**src/rtl/ball_direction_ctrl.sv**
```systemverilog
`timescale 1ns/1ps
// ball_direction_ctrl
//   Closes the ball loop for a Pong-style game. Watches the ball position and
//   both paddle tops, and drives the ball mover's direction inputs. It flips
//   the direction on wall and paddle contact, detects misses, keeps both
//   players' scores, and holds the ball at centre for a serve delay between
//   points.
//
// Ports
//   clk          system clock
//   reset        asynchronous, active-high reset
//   ball_x       ball top-left X (px)
//   ball_y       ball top-left Y (px)
//   paddle_l_y   left paddle top Y (px)
//   paddle_r_y   right paddle top Y (px)
//   dir_horiz    1 = moving right, 0 = moving left (registered)
//   dir_vert     1 = moving down, 0 = moving up (registered)
//   serve_reset  high while the ball must be held at centre; ORed into the
//                ball mover's reset
//   hit_pulse    one-cycle pulse on each paddle hit
//   score_l      left player score
//   score_r      right player score
//   game_over    match finished (tied 0 unless GAME_OVER_EN)
//
// Build option
//   GAME_OVER_EN  when defined, reaching WIN_SCORE ends the match: the block
//                 freezes in GAME_OVER until reset. When undefined, scores
//                 wrap 9 -> 0 and WIN_SCORE does not exist.

module ball_direction_ctrl #(
  parameter int unsigned BALL_SIZE      = 15,
  parameter int unsigned DISPLAY_WIDTH  = 639,
  parameter int unsigned DISPLAY_HEIGHT = 479,
  parameter int unsigned PADDLE_HEIGHT  = 64,
  parameter int unsigned PADDLE_L_X     = 16,
  parameter int unsigned PADDLE_R_X     = 608,
  parameter int unsigned SERVE_DELAY    = 25000000
`ifdef GAME_OVER_EN
  ,
  parameter int unsigned WIN_SCORE      = 9
`endif
) (
  input  logic       clk,
  input  logic       reset,
  input  logic [9:0] ball_x,
  input  logic [9:0] ball_y,
  input  logic [9:0] paddle_l_y,
  input  logic [9:0] paddle_r_y,
  output logic       dir_horiz,
  output logic       dir_vert,
  output logic       serve_reset,
  output logic       hit_pulse,
  output logic [3:0] score_l,
  output logic [3:0] score_r,
  output logic       game_over
);

  localparam int unsigned X_MAX = DISPLAY_WIDTH - BALL_SIZE;
  localparam int unsigned Y_MAX = DISPLAY_HEIGHT - BALL_SIZE;
  localparam int unsigned CNT_W = $clog2(SERVE_DELAY + 1);
  localparam logic [CNT_W-1:0] SERVE_LAST = CNT_W'(SERVE_DELAY - 1);

  typedef enum logic [1:0] {
    S_SERVE     = 2'd0,
    S_PLAY      = 2'd1,
    S_GAME_OVER = 2'd2
  } state_t;

  state_t           state_q;
  logic [CNT_W-1:0] serve_cnt_q;
  logic             dir_horiz_q, dir_vert_q, serve_reset_q, hit_q;
  logic [3:0]       score_l_q, score_r_q;
  logic [3:0]       score_l_d, score_r_d;
  logic             win_l, win_r;

  // Zero-extend to 11 bits so y + size never wraps near the bottom edge.
  logic [10:0] bx, by, pl, pr;
  assign bx = {1'b0, ball_x};
  assign by = {1'b0, ball_y};
  assign pl = {1'b0, paddle_l_y};
  assign pr = {1'b0, paddle_r_y};

  logic overlap_l, overlap_r;
  logic bounce_top, bounce_bottom;
  logic hit_l, hit_r, miss_l, miss_r;

  assign overlap_l = (by + 11'(BALL_SIZE) >= pl) && (by <= pl + 11'(PADDLE_HEIGHT));
  assign overlap_r = (by + 11'(BALL_SIZE) >= pr) && (by <= pr + 11'(PADDLE_HEIGHT));

  // Each flip is gated by the current heading, so a ball parked on a
  // saturated edge turns around once and is then ignored.
  assign bounce_top    = !dir_vert_q && (ball_y == 10'd0);
  assign bounce_bottom =  dir_vert_q && (by >= 11'(Y_MAX));

  // A paddle overlap wins over a miss even at the screen edge.
  assign hit_l  = !dir_horiz_q && (bx <= 11'(PADDLE_L_X)) && overlap_l;
  assign miss_l = !dir_horiz_q && (ball_x == 10'd0) && !hit_l;
  assign hit_r  =  dir_horiz_q && (bx >= 11'(PADDLE_R_X)) && overlap_r;
  assign miss_r =  dir_horiz_q && (bx >= 11'(X_MAX)) && !hit_r;

`ifdef GAME_OVER_EN
  assign score_l_d = score_l_q + 4'd1;
  assign score_r_d = score_r_q + 4'd1;
  assign win_l     = (score_l_d == 4'(WIN_SCORE));
  assign win_r     = (score_r_d == 4'(WIN_SCORE));
`else
  assign score_l_d = (score_l_q == 4'd9) ? 4'd0 : score_l_q + 4'd1;
  assign score_r_d = (score_r_q == 4'd9) ? 4'd0 : score_r_q + 4'd1;
  assign win_l     = 1'b0;
  assign win_r     = 1'b0;
`endif

`ifdef GAME_OVER_EN
  logic game_over_q;
`endif

  // NOTE: every register below is state, so the block uses only non-blocking
  // assignments; all reads see the pre-edge values regardless of order.
  always_ff @(posedge clk or posedge reset) begin
    if (reset) begin
      state_q       <= S_SERVE;
      serve_cnt_q   <= '0;
      dir_horiz_q   <= 1'b1;
      dir_vert_q    <= 1'b1;
      serve_reset_q <= 1'b1;
      hit_q         <= 1'b0;
      score_l_q     <= 4'd0;
      score_r_q     <= 4'd0;
`ifdef GAME_OVER_EN
      game_over_q   <= 1'b0;
`endif
    end else begin
      // NOTE: default first so hit_pulse drops after one cycle unless a new
      // hit re-asserts it below.
      hit_q <= 1'b0;
      case (state_q)
        S_SERVE: begin
          serve_reset_q <= 1'b1;
          if (serve_cnt_q == SERVE_LAST) begin
            state_q       <= S_PLAY;
            serve_cnt_q   <= '0;
            serve_reset_q <= 1'b0;
          end else begin
            serve_cnt_q <= serve_cnt_q + 1'b1;
          end
        end
        S_PLAY: begin
          if (bounce_top)         dir_vert_q <= 1'b1;
          else if (bounce_bottom) dir_vert_q <= 1'b0;

          if (hit_l) begin
            dir_horiz_q <= 1'b1;
            hit_q       <= 1'b1;
          end else if (hit_r) begin
            dir_horiz_q <= 1'b0;
            hit_q       <= 1'b1;
          end else if (miss_l) begin
            // Next serve heads toward the player who just scored.
            score_r_q     <= score_r_d;
            dir_horiz_q   <= 1'b1;
            serve_reset_q <= 1'b1;
            state_q       <= win_r ? S_GAME_OVER : S_SERVE;
`ifdef GAME_OVER_EN
            game_over_q   <= win_r;
`endif
          end else if (miss_r) begin
            score_l_q     <= score_l_d;
            dir_horiz_q   <= 1'b0;
            serve_reset_q <= 1'b1;
            state_q       <= win_l ? S_GAME_OVER : S_SERVE;
`ifdef GAME_OVER_EN
            game_over_q   <= win_l;
`endif
          end
        end
        S_GAME_OVER: begin
          // Terminal: only reset leaves this state.
          serve_reset_q <= 1'b1;
        end
        default: begin
          state_q       <= S_SERVE;
          serve_cnt_q   <= '0;
          serve_reset_q <= 1'b1;
        end
      endcase
    end
  end

  assign dir_horiz   = dir_horiz_q;
  assign dir_vert    = dir_vert_q;
  assign serve_reset = serve_reset_q;
  assign hit_pulse   = hit_q;
  assign score_l     = score_l_q;
  assign score_r     = score_r_q;
`ifdef GAME_OVER_EN
  assign game_over   = game_over_q;
`else
  assign game_over   = 1'b0;
`endif

endmodule

```
**config.mk**
```make
export PLATFORM = sky130hd
export DESIGN_NAME = ball_direction_ctrl
export DESIGN_NICKNAME = d
export VERILOG_FILES = /design/src/rtl/ball_direction_ctrl.sv
export SDC_FILE = /design/constraint.sdc
export NUM_CORES = 1
export LEC_CHECK = 0
export BUFFER_PORTS_ARGS = -buffer_cell sky130_fd_sc_hd__buf_2
export CORE_MARGIN = 2
export CORE_UTILIZATION = 50
export DETAILED_ROUTE_END_ITERATION = 7
export PLACE_DENSITY = 0.72
export SLEW_MARGIN = 5
export SYNTH_ARGS = -nofsm -noshare
export SYNTH_HDL_FRONTEND = slang
export SYNTH_SLANG_ARGS = --single-unit
```
**constraint.sdc**
```tcl
create_clock -name clk -period 4.9 [get_ports clk]
set_input_delay 0.735 -clock clk [delete_from_list [all_inputs] [get_ports clk]]
set_output_delay 0.735 -clock clk [all_outputs]
set_load 0.1 [all_outputs]
```
### After elaboration in Yosys (flattened, before gate mapping)

Cells that the tools add are included.

| storage, ports and cells | value |
|---|---|
| register bits after elaboration | 39 |
| bits of input ports | 42 |
| output and inout port bits | 13 |
| word-level logic and storage cells | 88 |

| operators by class | value |
|---|---|
| add/subtract/negate cells | 6 |
| magnitude comparators | 8 |
| eq/ne operators | 9 |
| muxes and demuxes | 25 |
| bitwise operators | 4 |
| reduce and logical (&&, ||, !) cells | 28 |

Operators with widths:

| kind | count |
|---|---|
| 25-bit one-hot mux with 2 select lines | 1 |
| 25-bit by 1-bit adder with 25-bit output, second input constant | 1 |
| 25-bit equality test, second input constant | 1 |
| 25-bit two-way mux | 1 |
| 10-bit by 7-bit adder with 11-bit output, second input constant | 2 |
| 11-bit by 10-bit >= comparator with 1-bit output | 2 |
| 10-bit by 11-bit less-or-equal comparator with 1-bit output | 2 |
| 10-bit >= comparator, second input constant | 2 |
| 10-bit zero test | 2 |
| 1-bit two-way mux | 14 |
| 1-bit logical AND | 12 |
| 10-bit by 4-bit adder with 11-bit output, second input constant | 1 |
| 10-bit by 9-bit >= comparator with 1-bit output, second input constant | 1 |
| 10-bit by 5-bit less-or-equal comparator with 1-bit output, second input constant | 1 |
| 2-bit two-way mux | 5 |
| 5-bit AND reduction | 2 |
| 4-bit by 1-bit adder with 4-bit output, second input constant | 2 |
| 4-bit equality test, second input constant | 2 |
| 4-bit two-way mux | 2 |
| 2-bit != test, second input constant | 3 |
| 2-bit one-hot mux with 3 select lines | 1 |
| 1-bit zero test | 4 |
| 1-bit inverter | 4 |
| 2-bit AND reduction | 2 |
| 10 further kinds | 10 |

### Logic depth before layout (Yosys ltp)

| depth | value |
|---|---|
| depth in word-level cells | 11 |
| mapped depth | 13 |
| depth with buffers taken out | 13 |

### Worst setup path after synthesis

Ideal clock, no wire load.

| timing path | value |
|---|---|
| path type | in2reg |
| from | input ball_y[0] |
| to | register score_r_q[3], in the netlist score_r[3] |
| library setup time | 127 ps |
| arrival | 3,067 ps |
| required time | 4,773 ps |
| path slack | 1,706 ps |
| stages on the path | 12 |
| path buffers | 0 |
| cells stage by stage | inv_1 > ha_1 > nor3b_2 > nor2_1 > nand3_1 > xnor2_1 > ha_1 > a21o_1 > a21oi_1 > o211ai_2 > a221o_1 > a221o_1 |

| on the way | value |
|---|---|
| cells in the longest elaborated chain, start to end | 7 |
| elaborated cells between the ends (all ways) | 14 |
| classes of those cells | 1 x add/sub; 4 x order compare; 2 x bitwise; 7 x reduce/logical |

RTL lines:

| what | RTL line | text |
|---|---|---|
| start, declared | 46 | `input logic [9:0] ball_y,` |
| 10-bit by 4-bit adder with 11-bit output | 87, 88 |  |
| 11-bit by 10-bit >= comparator with 1-bit output | 87 | `assign overlap_l = (by + 11'(BALL_SIZE) >= pl) && (by <= pl + 11'(PADDLE_HEIGHT));` |
| 1-bit logical AND | 87 |  |
| 1-bit logical AND | 96 | `assign hit_l = !dir_horiz_q && (bx <= 11'(PADDLE_L_X)) && overlap_l;` |
| 1-bit zero test | 97 | `assign miss_l = !dir_horiz_q && (ball_x == 10'd0) && !hit_l;` |
| 1-bit logical AND | 97 |  |
| 4-bit AND reduction (no line) * | - |  |
| end signal, assigned | 159 | `score_r_q <= score_r_d;` |
| end, declared | 72 | `logic [3:0] score_l_q, score_r_q;` |

Every way passes the cells marked *; elsewhere a longest branch is shown, timed or not.
A chain may end at the register's enable or synchronous reset.

### Final worst setup path

Ends and elaborated chain as after synthesis.

==> reports/metrics.yaml <==
status:
  status: "finished, final reports clean"
routing:
  ant_nets: 0
  via_per_inst: 5.72
  drtIter0Drc: 142
  drt_wl_total_mm: 6.84
  firstDrtPassIters: 4
  wl_per_cell_um: 14.2
  drc: 0
  vias: 2756
timing:
  max_freq_mhz: 305
  max-slew-margin-rel: 0.223
  setup_viol: 0
  skew_ns: 0.00361
  post-route-min-period_ns: 3.28
  period_share: 0.669
  tightestPinTransition_ns: 1.16
  setup_ws_ns: 1.62
  rsz0062_at_grt: "false"
  slew_viol_final: 0
  finalSetupTns_ns: 0
  hold_viol_final: 0
worst_setup_path:
  path_cells: "buf_2 > inv_1 > ha_1 > nor3b_2 > nor2_1 > nand3_1 > xnor2_1 > ha_1 > a21o_1 > a21oi_1 > o211ai_2 > a221o_1 > a221o_1"
  end_kind: "flip-flop"
  worstPathRequired_ns: 5.07
  ff2ff_setup_slack_ns: 2.58
  path_max_fanout: 9
  crit_arrival_ns: 3.45
  worstRegToRegCells: 5
  r2r_start: "serve_cnt_q[15]$_DFFE_PP0N_"
  worstSetupPathType: "in2reg"
  max_stage_delay_ns: 0.37
  startpoint_type: "input pin"
  r2r-end: "serve_cnt_q[14]$_DFFE_PP0N_"
  crit_slowest_cell: "a221o_1"
pwr:
  p_switching_uw: 213
  p_comb_frac: 0.239
  p_sw_frac: 0.301
  vdd_drop_max_uv: 187
  p_seq_frac: 0.442
  clock_power_share: 0.318
  p_leak_nw: 1.79
  intPower_uw: 495
  power_density_mw_per_mm2: 197
grt:
  antenna_found_initial: 0
  met2_usage: 0.320
  grt_usage: 0.197
  grt_use_met3: 0.0368
  use_met1: 0.276
  grt_max_degree: 39
  busiest_layer: "met2"
  grt_pass1_wl_mm: 11.5
  overflow: 0
  grt_pass1_vias: 2575
floorplan:
  start_util: 0.526
  ios: 55
  core_area_sq_mm: 0.00599
  rows: 28
  die_x_um: 83.4
  dieArea_sq_mm: 0.00696
  die_h_um: 83.4
synth:
  synth.avg_cell_area_sq_um: 9.03
  synthCells: 349
  async_reset_ff_frac: 1.00
  ys_types: 61
  synth_ff_type: "dfrtp_1"
  ys.warnings.count: 0
  synth_seq_cells: 38
  yosysSeqAreaShare: 0.303
  synth_fp_nets: 435
  synth_edf_count: 0
  synth_area_sq_mm: 0.00315
clock_network:
  clkTransAtPathRegs_ns: 0.08
  cts_resized: 0
  postCtsSetupBuffers: 0
  numCtsBuffers: 5
  clkLatencyLatePin_ns: 0.29
  cts.path.max_buffers: 2
  clockRootBuffer: "clkbuf_8"
  cts_tree: "yes"
  hold_buffers: 0
  htreeDepth: 2
  clock_sinks: 38
job:
  drv_cap: 0
finish:
  drive_above_1_share: 0.199
  area_growth_pct: 13.9
  diodes: 0
  num-nets-final: 492
place:
  post-dp-hpwl_mm: 5.41
  place_ws_ns: 1.31
  gp_congestion: 0.883
  io_buffers: 53
hold_path:
  hold_end: "serve_cnt_q[17]$_DFFE_PP0N_"
  hp-start: "serve_cnt_q[17]$_DFFE_PP0N_"
  holdPathStages: 1
  hold_path_class: "reg2reg"
-- worst max-delay path by stage --
stage          slack [ns]                      to      start  depth (start not counted)
2_1_floorplan        1.71  score_r[3]$_DFFE_PP0P_  ball_y[0]                         12
3_3_place_gp         1.42  score_r[3]$_DFFE_PP0P_  ball_y[0]                         13
3_5_place_dp         1.31  score_r[3]$_DFFE_PP0P_  ball_y[0]                         13
4_1_cts              1.62  score_r[3]$_DFFE_PP0P_  ball_y[0]                         13
5_1_grt              1.39  score_r[3]$_DFFE_PP0P_  ball_y[0]                         13
6_report             1.62  score_r[3]$_DFFE_PP0P_  ball_y[0]                         13
-- logic make-up (layout without fill, tap and decap cells) --
kind of cell,count (synthesis),count (layout),synth area share
compound gates,66,66,0.150
xor+xnor,37,37,0.103
fa+ha+maj,44,44,0.175
buf+inv,35,93,0.0444
flops,38,38,0.303
mux,3,3,0.0115
other cells,1,1,0.00119
simple gates,125,125,0.212
-- per-stage QoR --
step                cells  hold WS, ns  cell area, sq um   util  total power, mW
CTS                   482        0.501              3590  0.599            0.715
detailed placement    474        0.487              3500  0.584            0.488
global route          482        0.521              3590  0.599            0.755
global placement      474        0.475              3500  0.584            0.484
finish                482        0.497              3590  0.599            0.709
floorplan             349        0.459              3150      -            0.433
-- layer usage --
metal | vias up | wire (um) | share of wire
li1 | 1373 | - | -
met1 | 1313 | 3300 | 0.48
met2 | 66 | 3150 | 0.46
met3 | 4 | 351 | 0.051
met4 | 0 | 40 | 0.0058
met5 | - | 0 | 0
-- power groups by stage --
stage               Sequential (mW)  Clock (mW)  Combinational [mW]
CTS                           0.313       0.232               0.169
floorplan                     0.320           0               0.113
detailed placement            0.320           0               0.168
global placement              0.320           0               0.164
finish                        0.313       0.226               0.170
global route                  0.313       0.247               0.195
-- area by class of cell --
class | instances | area [sq um]
fill | 549 | 2400
multi-input combinational | 276 | 2060
sequential | 38 | 955
timing repair buffer | 54 | 273
inverter | 31 | 116
tap | 75 | 93.8
clock buffer | 6 | 82.6
clock inverter | 2 | 12.5
-- synthesized netlist by cell type (all sizes together), types with 2 or more instances --
| cell | instances | area (sq um) |
|---|---|---|
| o221ai | 3 | 26.3 |
| and2 | 3 | 18.8 |
| a31oi | 3 | 18.8 |
| nor3 | 4 | 36.3 |
| a21o | 4 | 31.3 |
| and3 | 6 | 37.5 |
| nand4 | 11 | 68.8 |
| a32oi | 2 | 17.5 |
| nor4 | 3 | 33.8 |
| nand2b | 3 | 18.8 |
| o211ai | 4 | 35.0 |
| o21ai | 9 | 45.0 |
| nand3 | 19 | 100 |
| xnor2 | 19 | 166 |
| a21oi | 20 | 119 |
| o31ai | 3 | 22.5 |
| dfrtp | 35 | 876 |
| mux2 | 2 | 26.3 |
| dfstp | 3 | 78.8 |
| ha | 44 | 551 |
| buf | 3 | 20.0 |
| a221o | 3 | 30.0 |
| nand3b | 2 | 15.0 |
| or4 | 3 | 30.0 |
| nor3b | 2 | 20.0 |
| inv | 30 | 113 |
| a211oi | 5 | 37.5 |
| xor2 | 18 | 158 |
| nand2 | 29 | 109 |
| nor2b | 4 | 25.0 |
| nor2 | 32 | 120 |
-- sequential cells by signal, summed over array words and instances, names as in the netlist --
signal,count
score_l,4
score_r,4
serve_cnt_q,25
dir_vert,1
dir_horiz,1
hit_pulse,1
serve_reset,1
state_q,1
-- critical path, delay by kind of cell --
family	cells	cell delay [ns]
adder cells (fa/ha/maj)	2	0.50
buffers and inverters	2	0.20
AND/OR/NAND/NOR	3	0.58
AO/OA/AOI/OAI	5	1.22
XOR/XNOR	1	0.20
-- cell usage in the layout (no fill, tap or decap), types with 2 or more instances in the layout --
cell,instances
a31oi_1,3
and3_1,6
nor2b_1,4
a21o_1,3
nor4_1,2
nand3_1,18
nor3_1,2
a211oi_1,5
dfstp_2,3
o211ai_1,3
a32oi_1,2
o21ai_0,9
a21oi_1,17
clkbuf_8,6
a21oi_2,2
buf_2,53
nand2_1,29
or4_4,2
o31ai_1,3
nand2b_1,3
dfrtp_1,35
inv_1,30
nand4_1,11
ha_1,44
nor2_1,32
xnor2_1,19
o221ai_1,3
a221o_1,3
xor2_1,18
nand3b_1,2
and2_1,3
(Power assumes the default switching activity.)
